===== config.mk =====
export PLATFORM = sky130hd
export DESIGN_NAME = uart_rx_flat
export DESIGN_NICKNAME = d
export VERILOG_FILES = /design/src/rtl/uart_rx_if.sv /design/src/rtl/uart_rx.sv /design/src/flat_wrapper.sv
export SDC_FILE = /design/constraint.sdc
export NUM_CORES = 1
export LEC_CHECK = 0
export CAP_MARGIN = 20
export CORE_MARGIN = 2
export CORE_UTILIZATION = 45
export CTS_BUF_LIST = sky130_fd_sc_hd__clkbuf_4 sky130_fd_sc_hd__clkbuf_8
export CTS_CLUSTER_DIAMETER = 80
export CTS_CLUSTER_SIZE = 12
export DETAILED_ROUTE_END_ITERATION = 8
export GPL_ROUTABILITY_DRIVEN = 0
export MAX_ROUTING_LAYER = met4
export PLACE_DENSITY_LB_ADDON = 0.15
export SLEW_MARGIN = 20
export SYNTH_ARGS = -nofsm -noshare
export SYNTH_HDL_FRONTEND = slang
export SYNTH_SLANG_ARGS = --single-unit

===== constraint.sdc =====
create_clock -name clk -period 2.8 [get_ports clk]
set_input_delay 0.28 -clock clk [delete_from_list [all_inputs] [get_ports clk]]
set_output_delay 0.28 -clock clk [all_outputs]
set_load 0.02 [all_outputs]

===== src/rtl/uart_rx_if.sv =====
// uart_rx_if -- serial-receive bundle between a UART receiver and its environment.
//   master : drives rx (serial line) and s_tick (16x baud pulse), observes results
//   slave  : the receiver; returns dout, rx_done_tick, frame_err, parity_err, busy
interface uart_rx_if #(
    parameter int DBIT = 8
);
    logic            rx;
    logic            s_tick;
    logic [DBIT-1:0] dout;
    logic            rx_done_tick;
    logic            frame_err;
    logic            parity_err;
    logic            busy;

    modport master (
        output rx, s_tick,
        input  dout, rx_done_tick, frame_err, parity_err, busy
    );

    modport slave (
        input  rx, s_tick,
        output dout, rx_done_tick, frame_err, parity_err, busy
    );
endinterface


===== src/rtl/uart_rx.sv =====
// uart_rx -- 16x-oversampling UART receiver with optional parity.
//   clk, reset : single clock, asynchronous active-high reset
//   bus.rx           : serial line (idles high), synchronized internally
//   bus.s_tick       : one-clk pulse at 16x baud
//   bus.dout         : last received word, LSB first on the line
//   bus.rx_done_tick : one-clk pulse when a frame completes (FIFO write enable)
//   bus.frame_err    : last frame had its stop bit sampled low
//   bus.parity_err   : last frame had a parity mismatch (0 when parity disabled)
//   bus.busy         : receiver is not idle
module uart_rx #(
    parameter int DBIT       = 8,
    parameter int SB_TICK    = 16,
    parameter int PARITY_EN  = 0,
    parameter int PARITY_ODD = 0
) (
    input logic     clk,
    input logic     reset,
    uart_rx_if.slave bus
);
    localparam int SW = $clog2(SB_TICK);
    localparam int NW = (DBIT > 1) ? $clog2(DBIT) : 1;

    typedef enum logic [2:0] {IDLE, START, DATA, PARITY, STOP} state_t;

    state_t          state_q, state_d;
    logic [1:0]      sync_q, sync_d;
    logic [SW-1:0]   s_q, s_d;
    logic [NW-1:0]   n_q, n_d;
    logic [DBIT-1:0] b_q, b_d;
    logic            par_q, par_d;
    logic            pend_q, pend_d;
    logic [DBIT-1:0] dout_q, dout_d;
    logic            done_q, done_d;
    logic            fe_q, fe_d;
    logic            pe_q, pe_d;
    logic            rx_s;

    assign rx_s = sync_q[1];

    always_ff @(posedge clk or posedge reset) begin
        if (reset) begin
            state_q <= IDLE;
            sync_q  <= 2'b11;
            s_q     <= '0;
            n_q     <= '0;
            b_q     <= '0;
            par_q   <= 1'b0;
            pend_q  <= 1'b0;
            dout_q  <= '0;
            done_q  <= 1'b0;
            fe_q    <= 1'b0;
            pe_q    <= 1'b0;
        end else begin
            state_q <= state_d;
            sync_q  <= sync_d;
            s_q     <= s_d;
            n_q     <= n_d;
            b_q     <= b_d;
            par_q   <= par_d;
            pend_q  <= pend_d;
            dout_q  <= dout_d;
            done_q  <= done_d;
            fe_q    <= fe_d;
            pe_q    <= pe_d;
        end
    end

    always_comb begin
        state_d = state_q;
        sync_d  = {sync_q[0], bus.rx};
        s_d     = s_q;
        n_d     = n_q;
        b_d     = b_q;
        par_d   = par_q;
        pend_d  = pend_q;
        dout_d  = dout_q;
        done_d  = 1'b0;
        fe_d    = fe_q;
        pe_d    = pe_q;

        case (state_q)
            IDLE: begin
                // Start detection is tick-independent so a start edge right
                // after a completed frame is never missed.
                if (!rx_s) begin
                    state_d = START;
                    s_d     = '0;
                end
            end
            START: begin
                if (bus.s_tick) begin
                    if (s_q == SW'(7)) begin
                        // Mid start bit: a high line here was a glitch.
                        if (!rx_s) begin
                            state_d = DATA;
                            s_d     = '0;
                            n_d     = '0;
                        end else begin
                            state_d = IDLE;
                        end
                    end else begin
                        s_d = s_q + SW'(1);
                    end
                end
            end
            DATA: begin
                if (bus.s_tick) begin
                    if (s_q == SW'(15)) begin
                        s_d = '0;
                        b_d = {rx_s, b_q[DBIT-1:1]};
                        if (n_q == NW'(DBIT - 1)) begin
                            state_d = (PARITY_EN != 0) ? PARITY : STOP;
                        end else begin
                            n_d = n_q + NW'(1);
                        end
                    end else begin
                        s_d = s_q + SW'(1);
                    end
                end
            end
            PARITY: begin
                if (bus.s_tick) begin
                    if (s_q == SW'(15)) begin
                        s_d     = '0;
                        par_d   = rx_s;
                        state_d = STOP;
                    end else begin
                        s_d = s_q + SW'(1);
                    end
                end
            end
            STOP: begin
                if (bus.s_tick) begin
                    if (s_q == SW'(15)) pend_d = ~rx_s;
                    if (s_q == SW'(SB_TICK - 1)) begin
                        done_d  = 1'b1;
                        dout_d  = b_q;
                        // With a single stop bit the mid-stop sample and the
                        // end of the stop period fall on the same tick.
                        fe_d    = (s_q == SW'(15)) ? ~rx_s : pend_q;
                        pe_d    = (PARITY_EN != 0) ?
                                  ((^b_q) ^ par_q ^ (PARITY_ODD != 0)) : 1'b0;
                        state_d = IDLE;
                    end else begin
                        s_d = s_q + SW'(1);
                    end
                end
            end
            default: state_d = IDLE;
        endcase
    end

    // Outputs come straight from flops so dout is already valid when the
    // FIFO sees its write enable.
    assign bus.dout         = dout_q;
    assign bus.rx_done_tick = done_q;
    assign bus.frame_err    = fe_q;
    assign bus.parity_err   = pe_q;
    assign bus.busy         = (state_q != IDLE);
endmodule


===== src/flat_wrapper.sv =====
// flat-port wrapper written by rule: the top's interface ports become plain ports
module uart_rx_flat 
#(
    parameter int DBIT       = 8,
    parameter int SB_TICK    = 16,
    parameter int PARITY_EN  = 0,
    parameter int PARITY_ODD = 0
)
  (clk, reset, bus_rx, bus_s_tick, bus_dout, bus_rx_done_tick, bus_frame_err, bus_parity_err, bus_busy);
  uart_rx_if #(.DBIT(DBIT)) bus_i ();
  input logic clk;
  input logic reset;
  input wire logic [$bits(bus_i.rx)-1:0] bus_rx;
  input wire logic [$bits(bus_i.s_tick)-1:0] bus_s_tick;
  output wire logic [$bits(bus_i.dout)-1:0] bus_dout;
  output wire logic [$bits(bus_i.rx_done_tick)-1:0] bus_rx_done_tick;
  output wire logic [$bits(bus_i.frame_err)-1:0] bus_frame_err;
  output wire logic [$bits(bus_i.parity_err)-1:0] bus_parity_err;
  output wire logic [$bits(bus_i.busy)-1:0] bus_busy;
  assign bus_i.rx = bus_rx;
  assign bus_i.s_tick = bus_s_tick;
  assign bus_dout = bus_i.dout;
  assign bus_rx_done_tick = bus_i.rx_done_tick;
  assign bus_frame_err = bus_i.frame_err;
  assign bus_parity_err = bus_i.parity_err;
  assign bus_busy = bus_i.busy;
  uart_rx #(.DBIT(DBIT), .SB_TICK(SB_TICK), .PARITY_EN(PARITY_EN), .PARITY_ODD(PARITY_ODD)) u_core (.clk(clk), .reset(reset), .bus(bus_i));
endmodule

# Word level (Yosys, flattened, before mapping)
# Cells that the tools add are included.
[totals] ff_bits=30 in_bits=4 output_inout_bits=12 elab_cells=72
[op_classes] add_sub_neg=2 eq_ne=21 muxes=30 n_bitwise=1 reduce_logical=10
[op_table] op="$mux 3" count=16
[op_table] op="$mux 4" count=7
[op_table] op="$ne 2x2->1 const B" count=8
[op_table] op="$pmux 4 s4" count=1
[op_table] op="$pmux 3 s5" count=1
[op_table] op="$ne 2x1->1 const B" count=6
[op_table] op="$reduce_and 10->1" count=1
[op_table] op="$reduce_and 7->1" count=1
[op_table] op="$eq 3x2->1 const B" count=2
[op_table] op="$eq 3x3->1 const B" count=2
[op_table] op="$pmux 3 s2" count=1
[op_table] op="$reduce_and 3->1" count=2
[op_table] op="$reduce_and 5->1" count=1
[op_table] op="$add 4x1->4 const B" count=1
[op_table] op="$eq 4x3->1 const B" count=1
[op_table] op="$eq 4x4->1 const B" count=1
[op_table] op="$reduce_bool 4->1" count=1
[op_table] op="$add 3x1->3 const B" count=1
[op_table] op="$eq 3x1->1 const B" count=1
[op_table] op="$logic_not 3->1" count=1
[op_table] op="$mux 1" count=3
[op_table] op="$reduce_bool 3->1" count=1
[op_table] op="$mux 2" count=1
[op_table] op="$reduce_bool 2->1" count=1
[op_table] op="other kinds (2)" count=2

# Depth between registers and ports, before layout
# Gate-level depths: netlist of run 1.
[depth] depth_word=5 depth_mapped=7 mapped_depth_nobuf=6

# Worst setup path before layout of run 1
# No wires, ideal clock.
[synth_timing] path_type="reg-to-reg" start="register u_core.s_q[0]" end="register u_core.b_q[0]" arrival_time_ps=1529 required_ps=2675 setup_slack_ps=1146 stages_incl_launch_ff=6 n_path_buf=1 period_less_slack_ps=1654 path_cell_list="dfrtp_1 > ha_1 > clkbuf_2 > nand4_2 > nor3_4 > mux2_2"
[synth_via] elab_chain_len=2
[synth_rtl] item="from (decl)" line="uart_rx.sv:27" text="logic [SW-1:0] s_q, s_d;"
[synth_rtl] item="from (signal assigned)" line="uart_rx.sv:44" text="s_q <= '0;"
[synth_rtl] item="from (signal assigned)" line="uart_rx.sv:56" text="s_q <= s_d;"
[synth_rtl] item="$eq 4x4->1" line="uart_rx.sv:108" text="if (s_q == SW'(15)) begin"
[synth_rtl] item="$reduce_and 3->1 (no source line)"
[synth_rtl] item="to (signal assigned)" line="uart_rx.sv:46" text="b_q <= '0;"
[synth_rtl] item="to (signal assigned)" line="uart_rx.sv:58" text="b_q <= b_d;"
[synth_rtl] item="to (decl)" line="uart_rx.sv:29" text="logic [DBIT-1:0] b_q, b_d;"
# No other way between the ends.
# A chain may end at the register's enable or synchronous reset.

# Worst setup path after layout of run 1
[layout_timing] start="register u_core.state_q[1]" end="output port bus_busy"
[layout_via] elab_chain_len=1
[layout_rtl] item="from (decl)" line="uart_rx.sv:25" text="state_t state_q, state_d;"
[layout_rtl] item="from (signal assigned)" line="uart_rx.sv:54" text="state_q <= state_d;"
[layout_rtl] item="$reduce_bool 3->1" line="uart_rx.sv:159" text="assign bus.busy = (state_q != IDLE);"
[layout_rtl] item="to (decl)" line="flat_wrapper.sv:19" text="output wire logic [$bits(bus_i.busy)-1:0] bus_busy;"
# No other way between the ends.

==> flow_results.org, run 1 <==
** Status
- Status :: finished clean

** Power and ir drop
- In this run the static leakage power is 0.000795 uW.
- IR analysis of the VDD net gives a maximum drop of 0.525 mV.
- The completed layout was analyzed and its total power is 1430 uW.
- In this run the power density over the cells is 819 nW/um2.

** Run
- # Max-Cap Violations :: 0

** STA
- Setup total negative slack on the finished layout was measured at 0 ns.
- Highest achievable clock rate :: 464 MHz
- Clock Skew :: 0.0109 ns
- At the pin with the least slew margin, the transition time is 0.596 ns.
- Minimum clock period :: 2.16 ns
- Setup ws final :: 0.644 ns
- Hold slack final :: 0.312 ns
- Final setup viols :: 0
- Setup repair after global routing left no endpoint under its margin.
- Pins Over Slew Limit :: 0
- Share of the clock period used by the worst path after layout :: 77.0%
- In this run the tightest slew margin relative to its limit is 60.3%.
- The count of endpoints failing hold in the final timing report is 0.

** Route
- Count of vias placed by the detailed router :: 1020
- Dividing the detail-routed via count by the number of cells gives 5.28.
- Number of iterations in the first detailed-routing pass :: 4
- In the final routed layout, each cell accounts on average for 13.5 um.
- Starting DRC count in detailed routing :: 18
- Once detail routing completed, the nets flagged for antenna violations numbered 0.
- In the routed design, unresolved DRC markers number 0.
- Total detailed-routing wirelength :: 2620 um

** Floorplan
- The die covers 3850 um2.
- Standard cell core area :: 3280 um2
- Height of the chip :: 62.1 um
- Row generation in the floorplan step produced 21 rows.
- Pin placement for this block handled 16 I/O pins.
- Die Wd :: 62.1 um
- Once the floorplan was initialized, standard cells occupied 46.2% of the core.

** Critical path
- Critical path launch point :: u_core.state_q[1]$_DFFE_PP0P_
- WP data required :: 2.52 ns
- Arrival time at the worst endpoint :: 1.88 ns
- Along the worst path, the maximum fanout reaches 18.
- Kind of critical path :: register to output port
- The worst setup path is captured at an output port.
- R2R Path Start :: u_core.state_q[2]$_DFFE_PP0P_
- STA classifies the critical path startpoint as a register.

** Logic synthesis
- After synthesis, the cell types taking the most area are dfrtp_1, mux2_2, dfstp_2.
- Sorting the synthesized cells by how often they occur yields dfrtp_1, mux2_2, nor2_1.
- After synthesis, the netlist uses 41 different library cells.
- Counting every net in the synthesized netlist gives 141.
- Of the post-synthesis cell area, the dominant cell type holds 46.2%.
- Synthesis inferred 30 register bits.
- The synthesized design contains 0 enable-type register cells.
- Total number of yosys warnings :: 0
- Async SR Flop Fraction :: 100%
- The largest total area in the synthesized netlist belongs to dfrtp_1.
- Most used DFF post-synth :: dfrtp_1
- The synthesized netlist occupies a cell area of 1520 um2.
- Sequential cells were found to cover 49.7% of the synthesized design area.
- Cell count after synthesis :: 134
- Most instantiated library cell after synthesis :: dfrtp_1
- Averaged over all synthesized cells, the footprint is 11.3 um2.

** Placed design
- Input and output buffers added on the ports amount to 14.
- Half-perimeter wire length after placement :: 1790 um
- Minimum setup slack after placement :: 0.665 ns

** CTS
- Clock-pin slew was measured on the worst setup and hold paths at 0.10 ns.
- TritonCTS built the clock tree.
- Number of levels in the clock H-tree :: 2
- Clock tree synthesis selected as its root buffer the cell clkbuf_4.
- The clock net in this run drives a total of 30 sinks.
- The number of hold buffers added after CTS was 0.
- Cts repair resizes :: 0
- Skew-Pair Late Insertion Delay :: 0.33 ns
- Buffers added to address setup during post-CTS repair amount to 0.
- Inserted Clock Buffers :: 5
- Counting along the longest clock path gives a buffer depth of 2.

** Global route
- For this run the aggregate overflow at the end of global routing stands at 0.
- The first global-routing pass estimated 4260 um of wire.
- For this run, the total global-route usage over all layers was measured as 16.4%.
- The via count of the first global-routing pass is 914.
- The initial antenna violation count came to 0.
- Entering global routing, the biggest net connects 31 pins.

** Worst hold path
- Worst hold-check path type :: input port to asynchronous set/reset pin

** Cells and area
- The repair_antennas step left the layout with diodes totalling 0.
- Filler instances :: 301
- Area growth from synthesis to layout :: 15.3%
- The final layout contains 153 nets.
- Layout cell share with drive strength beyond 1 :: 23.1%
-- report_power, final --
part	switching (uW)	internal, uW
Combinational	205	224
Sequential	137	510
Clock	147	209
Total	489	942
-- placed cells by master, fill, tap and decap left out, types with 2 or more instances in the layout --
cell and instances:
dfrtp_1 28, mux2_2 19, clkdlybuf4s50_1 14, nor2_1 9
clkbuf_4 7, a21oi_1 5, nand2_1 5, nand3_1 5
nand2b_1 5, inv_1 4, or3_1 3, nand3b_1 3
ha_1 3, nor2b_1 2, o21ai_0 2, a21o_1 2
xnor2_1 2, o22ai_1 2, a31oi_1 2, mux2i_1 2
o31ai_1 2, buf_4 2, dfstp_2 2
-- registers in the layout (all words and copies together), names as in the netlist --
signal / flops
u_core.sync_q: 2
u_core.bus.frame_err: 1
u_core.state_q: 3
u_core.b_q: 8
u_core.s_q: 4
u_core.n_q: 3
u_core.bus.dout: 8
u_core.bus.rx_done_tick: 1
-- final timing paths --
check,to,slack (ns),cells past startpoint
max in group asynchronous,u_core.sync_q[0]$_DFF_PP1_,2.17,3
min,u_core.state_q[1]$_DFFE_PP0P_,0.31,3
min reg2reg,u_core.sync_q[1]$_DFF_PP1_,0.36,0
min in group clk,u_core.sync_q[0]$_DFF_PP1_,0.35,1
max reg2reg,u_core.bus.dout[7]$_DFFE_PP0P_,0.92,4
max,bus_busy,0.64,2
-- stage by stage --
stage / cells / utilization, % / cell area, um2
after floorplan: 134 / - / 1520
after global placement: 185 / 50.7 / 1670
after detailed placement: 185 / 50.7 / 1670
after CTS: 193 / 53.2 / 1750
after global routing: 193 / 53.2 / 1750
final: 193 / 53.2 / 1750
-- kinds of logic after synthesis --
family                   Yosys count  share of synthesized area (%)
flip-flops                        30                           49.7
buffers and inverters             15                           5.20
other                              1                          0.247
AO/OA/AOI/OAI                     22                           10.1
AND/OR/NAND/NOR                   40                           15.7
multiplexers                      21                           15.4
adder cells (fa/ha/maj)            3                           2.48
XOR/XNOR                           2                           1.16
-- final cells by class --
| cell class | instances | area, um2 | area share [%] |
|---|---|---|---|
| clock inverters | 1 | 30.0 | 1.72 |
| clock buffers | 7 | 52.6 | 3.01 |
| inverters | 4 | 15.0 | 0.859 |
| multi-input cells | 89 | 684 | 39.2 |
| well taps | 46 | 57.6 | 3.29 |
| flip-flops and latches | 30 | 753 | 43.1 |
| repair buffers | 16 | 155 | 8.88 |
-- per-layer routing --
metal / track usage, % / up-vias / routed length [um]
met5: - / - / 0
met3: 6.83 / 5 / 98
met2: 22.9 / 15 / 1170
li1: - / 503 / -
met1: 21.2 / 497 / 1300
met4: 6.38 / 0 / 51
-- critical path, stage by stage, from the launching register on --
cell             delay [ns]
dfrtp_1                0.58
or3_1                  0.42
clkdlybuf4s50_1        0.54
(Power assumes the default switching activity.)
==> run 2, diff against run 1 <==
- clock period: 2.8 -> 2 ns (I/O delays scaled with it)
==> run 2 against run 1 <==
Compared with the run above:
- first-iteration DRC count rose to 2.8 times the previous value
- worst hold slack worse by 0.051 ns
- clock power increased by 41%
- sequential share of layout area decreased by 1.5 points
- combinational power up 65%
- wire length is 5.8% higher
- register-to-register slack worse by 0.76 ns
- clock skew down 0.0054 ns
- critical endpoint is now u_core.b_q[6]$_DFFE_PP0P_
==> flow_results.org, run 2 (same netlist as run 1, synthesis figures left out) <==
** Cells and area
- The area growth from synthesis to layout is 20.0%.
- The flip-flop and latch area was 757 um2 (+0.50%).
- Area of the multi-input gates :: 684 um2 (unchanged)
- Leaving out fill and tap cells, the most frequent cell in the layout is dfrtp_1.
- Layout cell share with drive strength beyond 1 :: 28.6% (+5.4 points)
- The final-stage net count is 160 (+4.6%).
- The number of inserted diodes was 0 (unchanged).
- The fill cell total of the finished layout is 286 (-5.0%).
- The library cells used most frequently in the layout, excluding fill and tap cells, are dfrtp_1, mux2_2, clkdlybuf4s50_1.
- The post-layout instance count excluding filler cells was 200 (+3.6%).

** Critical path
- Element type at the critical path start :: register
- Kind of critical path :: register to register
- The sum of buffers and inverters on the critical path was 1 (unchanged).
- The cell family contributing the most delay on the critical path is simple AND/OR/NAND/NOR gates.
- CP cell instances :: ha_1, nand4_2, nor3_4, buf_12, mux2_2
- On the critical path, the stage with the largest delay is an instance of dfrtp_1.
- Arrival time at the worst endpoint :: 2.06 ns (+0.18 ns)
- Critical path endpoint category :: register
- Crit path largest cell delay :: 0.39 ns (-0.19 ns)
- The maximum net fanout on the critical path came to 8 (-10).
- WP data required :: 2.21 ns (-0.31 ns)

** CTS
- The clock buffer count from CTS was 5 (unchanged).
- The clock latency on the worst-skew pair is 0.32 ns (about the same).
- Number of levels in the clock H-tree :: 2 (unchanged)
- TritonCTS built the clock tree.
- The number of sinks on the clock net came to 30 (unchanged).
- Buffer levels on the longest clock path :: 2 (unchanged)
- The CTS clock-pin slew for the worst setup and hold paths is 0.10 ns (about the same).
- Root Buffer Master :: clkbuf_4

** Floorplan
- IO Pins :: 16 (unchanged)
- Number of placement rows :: 21 (unchanged)
- The width of the die came to 62.1 um (unchanged).
- The die height is 62.1 um (unchanged).
- Initial Util :: 46.2% (unchanged)
- Standard cell core area :: 3280 um2 (unchanged)
- The floorplan die area came to 3850 um2 (unchanged).

** STA
- After layout, the worst path uses 92.2% of the clock period.
- The final total negative setup slack was 0 ns (unchanged).
- Final-report hold violation count :: 0 (unchanged)
- Setup repair after global routing left no endpoint under its margin.
- Minimum clock period :: 1.84 ns
- The count of final max-slew check failures came to 0 (unchanged).
- Highest achievable clock rate :: 542 MHz
- The worst-case clock skew is 0.00548 ns (-0.00539 ns).
- Final setup viols :: 0 (unchanged)

** Power and ir drop
- The overall power consumption came to 2080 uW (+45%).
- IR Drop Worst-Case VDD :: 0.539 mV (+2.6%)
- The total leakage power was 0.000830 uW (+4.4%).
- The power per standard cell area came to 1140 nW/um2 (+40%).

** Global route
- The maximum number of pins on one net before global-route repair is 31 (unchanged).
- Number of antenna violations at the first check in global routing :: 0 (unchanged)
- First-pass GRT wire length :: 4570 um (+7.3%)
- Tot GR Track Use :: 17.2% (+0.73 points)
- The via count of the first global-routing pass is 1032 (+13%).
- Total global routing overflow :: 0 (unchanged)

** Route
- Met2 wire length :: 1340 um (+14%)
- Uppermost layer routed :: met4
- DRC violation count after routing :: 0 (unchanged)
- Count of vias placed by the detailed router :: 1072 (+5.1%)
- Met3 routed wirelength :: 97 um (-1.0%)
- The iteration-0 DRC count of the detailed router was 50 (+32).
- The number of routed nets with antenna violations came to 0 (unchanged).
- The via density per instance is 5.36 (+1.4%).
- Number of iterations in the first detailed-routing pass :: 4 (unchanged)
- The aggregate routed wire length was 2770 um (+5.8%).
- The average wire per cell in the routed design is 13.8 um (+2.1%).
- The met1 routed wirelength after detailed routing was 1290 um (-0.69%).

** Placed design
- Number of placed instances with taps included :: 189 (+2.2%)
- PortBufs :: 14 (unchanged)
- Half-perimeter wire length after placement :: 1900 um (+6.2%)

** Worst hold path
- Worst hold-check path type :: input port to asynchronous set/reset pin

** Status
- Status :: finished clean

** Run
- The max-cap violation count is 0 (unchanged).
[run 2: repair_timing]
item	in CTS	in global routing
resized for setup	1	3
buffers inserted	0	3
setup endpoints to repair	1	4
hold buffers	0	0
pin swaps	0	1
[run 2: layout make-up]
class	count	area share (%)
flip-flops and latches	30	41.6
multi-input cells	89	37.6
repair buffers	23	12.2
well taps	46	3.16
clock buffers	7	2.89
clock inverters	1	1.65
inverters	4	0.825
[run 2: report_power, final]
group	internal, uW	switching (uW)
clock	292	209
combinational	358	350
sequential	720	151
total	1370	710
[run 2: tightest hold or removal path, delay by kind of cell]
family / cells / cell delay (ns)
buffers and inverters: 3 / 0.80
[run 2: stage by stage]
stage          util (%)  hold slack (ns)  area (um2)  setup slack [ns]
2_1_floorplan         -            0.204        1520             0.346
3_3_place_gp       51.6            0.348        1700             0.170
3_5_place_dp       51.6            0.349        1700             0.137
4_1_cts            54.2            0.268        1780           0.00834
5_1_grt            55.4            0.269        1820            0.0305
6_report           55.4            0.261        1820             0.156
[run 2: path summary, 6_finish.rpt]
| check | depth (start not counted) | startpoint | to | slack [ns] |
|---|---|---|---|---|
| setup / recovery | 5 | u_core.s_q[0]$_DFFE_PP0P_ | u_core.b_q[6]$_DFFE_PP0P_ | 0.16 |
| min in group clk | 1 | bus_rx | u_core.sync_q[0]$_DFF_PP1_ | 0.28 |
| max in group asynchronous | 3 | reset | u_core.sync_q[1]$_DFF_PP1_ | 1.42 |
| setup reg to reg | 5 | u_core.s_q[0]$_DFFE_PP0P_ | u_core.b_q[6]$_DFFE_PP0P_ | 0.16 |
| hold reg to reg | 0 | u_core.sync_q[0]$_DFF_PP1_ | u_core.sync_q[1]$_DFF_PP1_ | 0.36 |
| hold / removal | 3 | reset | u_core.bus.dout[4]$_DFFE_PP0P_ | 0.26 |
[run 2: routing by layer]
layer  vias to the layer above  track usage (%)
met4                         0             7.29
met2                        22             25.1
li1                        517                -
met5                         -                -
met3                         5             4.35
met1                       528             22.5
==> run 3, diff against run 2 <==
- CTS_BUF_LIST: sky130_fd_sc_hd__clkbuf_4 sky130_fd_sc_hd__clkbuf_8 -> sky130_fd_sc_hd__clkbuf_16
- CTS_CLUSTER_DIAMETER: 80 -> unset
- CTS_CLUSTER_SIZE: 12 -> 8
==> run 3 against run 2 <==
Compared with the run above:
- largest power group unchanged
- die area unchanged
- via count down 2.9%
- clock-buffer cell count is 2 lower
- total power increased by 14%
- critical endpoint is now bus_busy
- global-route usage is 0.81 points higher
- worst hold slack better by 0.073 ns
- worst setup slack lost 0.073 ns
- core utilization increased by 1.3 points
- register-to-register slack got worse by 0.03 ns
- largest cell class unchanged
==> flow_results.org, run 3 (same netlist as run 1, synthesis figures left out) <==
** CTS
- The total number of H-tree levels came to 2 (unchanged).
- Clock tree synthesis selected as its root buffer the cell clkbuf_16.
- The maximum number of buffers from clock root to sink came to 2 (unchanged).
- The number of setup buffers added after CTS came to 0 (unchanged).
- Skew-Pair Late Insertion Delay :: 0.27 ns (-0.05 ns)
- The CTS clock-pin slew for the worst setup and hold paths was 0.05 ns (-0.05 ns).
- The clock buffer count from CTS is 5 (unchanged).
- The number of sinks on the clock net came to 30 (unchanged).
- CTS tree :: done

** Placed design
- Minimum setup slack after placement :: 0.137 ns (unchanged)
- PortBufs :: 14 (unchanged)
- Half-perimeter wire length after placement :: 1900 um (unchanged)

** Global route
- Met3 track demand over resource :: 5.59% (+1.2 points)
- The total grt overflow came to 0 (unchanged).
- Number of antenna violations at the first check in global routing :: 0 (unchanged)
- After global routing, the most crowded layer is met2.
- Global routing usage on met2 :: 25.3% (+0.15 points)
- The global-route wire length before repair was 4670 um (+2.1%).
- The global routing usage summed across all routing layers is 18.0% (+0.81 points).
- Largest net degree at the start of global routing :: 31 (unchanged)
- Vias in the first global route :: 1024 (-0.78%)
- Met1 capacity usage during global routing :: 23.2% (+0.69 points)

** Cells and area
- Sequential cell area in the final layout :: 756 um2 (-0.17%)
- The proportion of layout cells with a drive suffix above 1 was 25.2% (-3.4 points).
- Most frequent standard cell in the layout excluding fill and tap cells :: dfrtp_1
- The number of inserted diodes was 0 (unchanged).
- Area of the multi-input gates :: 684 um2 (unchanged)
- In the layout the commonest cells are dfrtp_1, mux2_2, clkdlybuf4s50_1.
- Final nets :: 157 (-1.9%)
- Relative to the synthesized area, the layout overhead comes to 22.7%.
- Filler instances :: 281 (-1.7%)

** STA
- The clock period minus final worst setup slack was 1.92 ns (+0.0726 ns).
- Clock Skew :: 0.00204 ns (-0.00344 ns)
- RSZ-0062 raised after global routing :: no
- The setup violation total in the final timing report came to 0 (unchanged).
- The final total negative setup slack is 0 ns (unchanged).
- Highest achievable clock rate :: 522 MHz (-3.8%)
- The count of final max-slew check failures was 0 (unchanged).
- Share of the clock period used by the worst path after layout :: 95.8% (+3.6 points)
- Final-report hold violation count :: 0 (unchanged)
- Setup ws final :: 0.0834 ns (-0.0726 ns)

** Route
- The number of routed nets with antenna violations is 0 (unchanged).
- The post-detailed-route DRC marker count was 0 (unchanged).
- Average vias per placed instance :: 5.28 (-1.4%)
- The aggregate routed wire length is 2750 um (-0.65%).
- The count of TritonRoute iterations in the first routing pass came to 6 (+2).
- The total via count in the routed design was 1041 (-2.9%).
- DR WL/cell :: 13.9 um (+0.86%)
- The iteration-0 DRC count of the detailed router came to 48 (-4.0%).

** Floorplan
- Die Wd :: 62.1 um (unchanged)
- The die height was 62.1 um (unchanged).
- Initial Util :: 46.2% (unchanged)
- The core footprint was 3280 um2 (unchanged).
- The floorplan row count was 21 (unchanged).
- Die area :: 3850 um2 (unchanged)
- The top-level I/O count is 16 (unchanged).

** Power and ir drop
- Pwr Total :: 2370 uW (+14%)
- The power per standard cell area is 1270 nW/um2 (+11%).
- The total leakage power came to 0.000854 uW (+2.9%).
- IR Drop Worst-Case VDD :: 0.614 mV (+14%)

** Critical path
- STA classifies the critical path endpoint as an output port.
- The critical path arrival is 1.72 ns (-0.34 ns).
- WP data required :: 1.80 ns (-0.41 ns)
- Kind of critical path :: register to output port
- Peak fanout along the critical path :: 18 (+10)
- Element type at the critical path start :: register

** Worst hold path
- The tightest min-delay check is of the input port to register type.

** Run
- The max-cap violation count is 0 (unchanged).

** Status
- Status :: finished clean
[run 3: cell types whose count changed in the layout (fill, tap and decap cells not counted), moves of 2 or more]
| cell | delta |
|---|---|
| buf_4 | -2 |
| inv_1 | +2 |
| clkbuf_16 | +5 |
| clkbuf_4 | -7 |
[run 3: worst max-delay path: stages, from the launching register on]
cell and delay [ns]:
dfrtp_2 0.52, or3_1 0.38, clkdlybuf4s50_1 0.54
[run 3: through the flow]
stage | utilization (%) | cell area, um2 | std cells | hold slack [ns]
after detailed placement | 51.6 | 1700 | 189 | 0.349
final | 56.6 | 1860 | 197 | 0.333
after floorplan | - | 1520 | 134 | 0.204
after global placement | 51.6 | 1700 | 189 | 0.348
after CTS | 56.6 | 1860 | 197 | 0.330
after global routing | 56.6 | 1860 | 197 | 0.339
[run 3: final cells by class]
cell class | instances | area share (%)
Clock buffer | 5 | 6.72
Clock inverter | 3 | 2.02
Inverter | 4 | 0.807
Multi-Input combinational cell | 89 | 36.8
Sequential cell | 30 | 40.6
Tap cell | 46 | 3.09
Timing Repair Buffer | 20 | 9.95
[run 3: power by group]
group	internal (uW)	switching, uW
clock network	577	250
logic	330	315
registers	721	178
total	1630	743
[run 3: repair_timing]
item                                    in CTS  in global routing
hold buffers                                 0                  0
gates resized for setup                      1                  1
endpoints found under the setup margin       1                  1
[run 3: path summary, 6_finish.rpt]
kind                                                from                              to  slack, ns  cells past startpoint
setup reg to reg               u_core.s_q[1]$_DFFE_PP0P_       u_core.b_q[6]$_DFFE_PP0P_       0.13                      4
min in group asynchronous                          reset  u_core.bus.dout[2]$_DFFE_PP0P_       0.34                      3
hold / removal                                    bus_rx      u_core.sync_q[0]$_DFF_PP1_       0.33                      1
setup / recovery           u_core.state_q[1]$_DFFE_PP0P_                        bus_busy       0.08                      2
max in group asynchronous                          reset      u_core.sync_q[0]$_DFF_PP1_       1.35                      3
hold reg to reg               u_core.sync_q[0]$_DFF_PP1_      u_core.sync_q[1]$_DFF_PP1_       0.36                      0
[run 3: layer usage]
metal,up-vias,routed length (um)
met1,506,1340
met4,0,61
met5,-,0
met3,5,84
met2,21,1270
li1,509,-
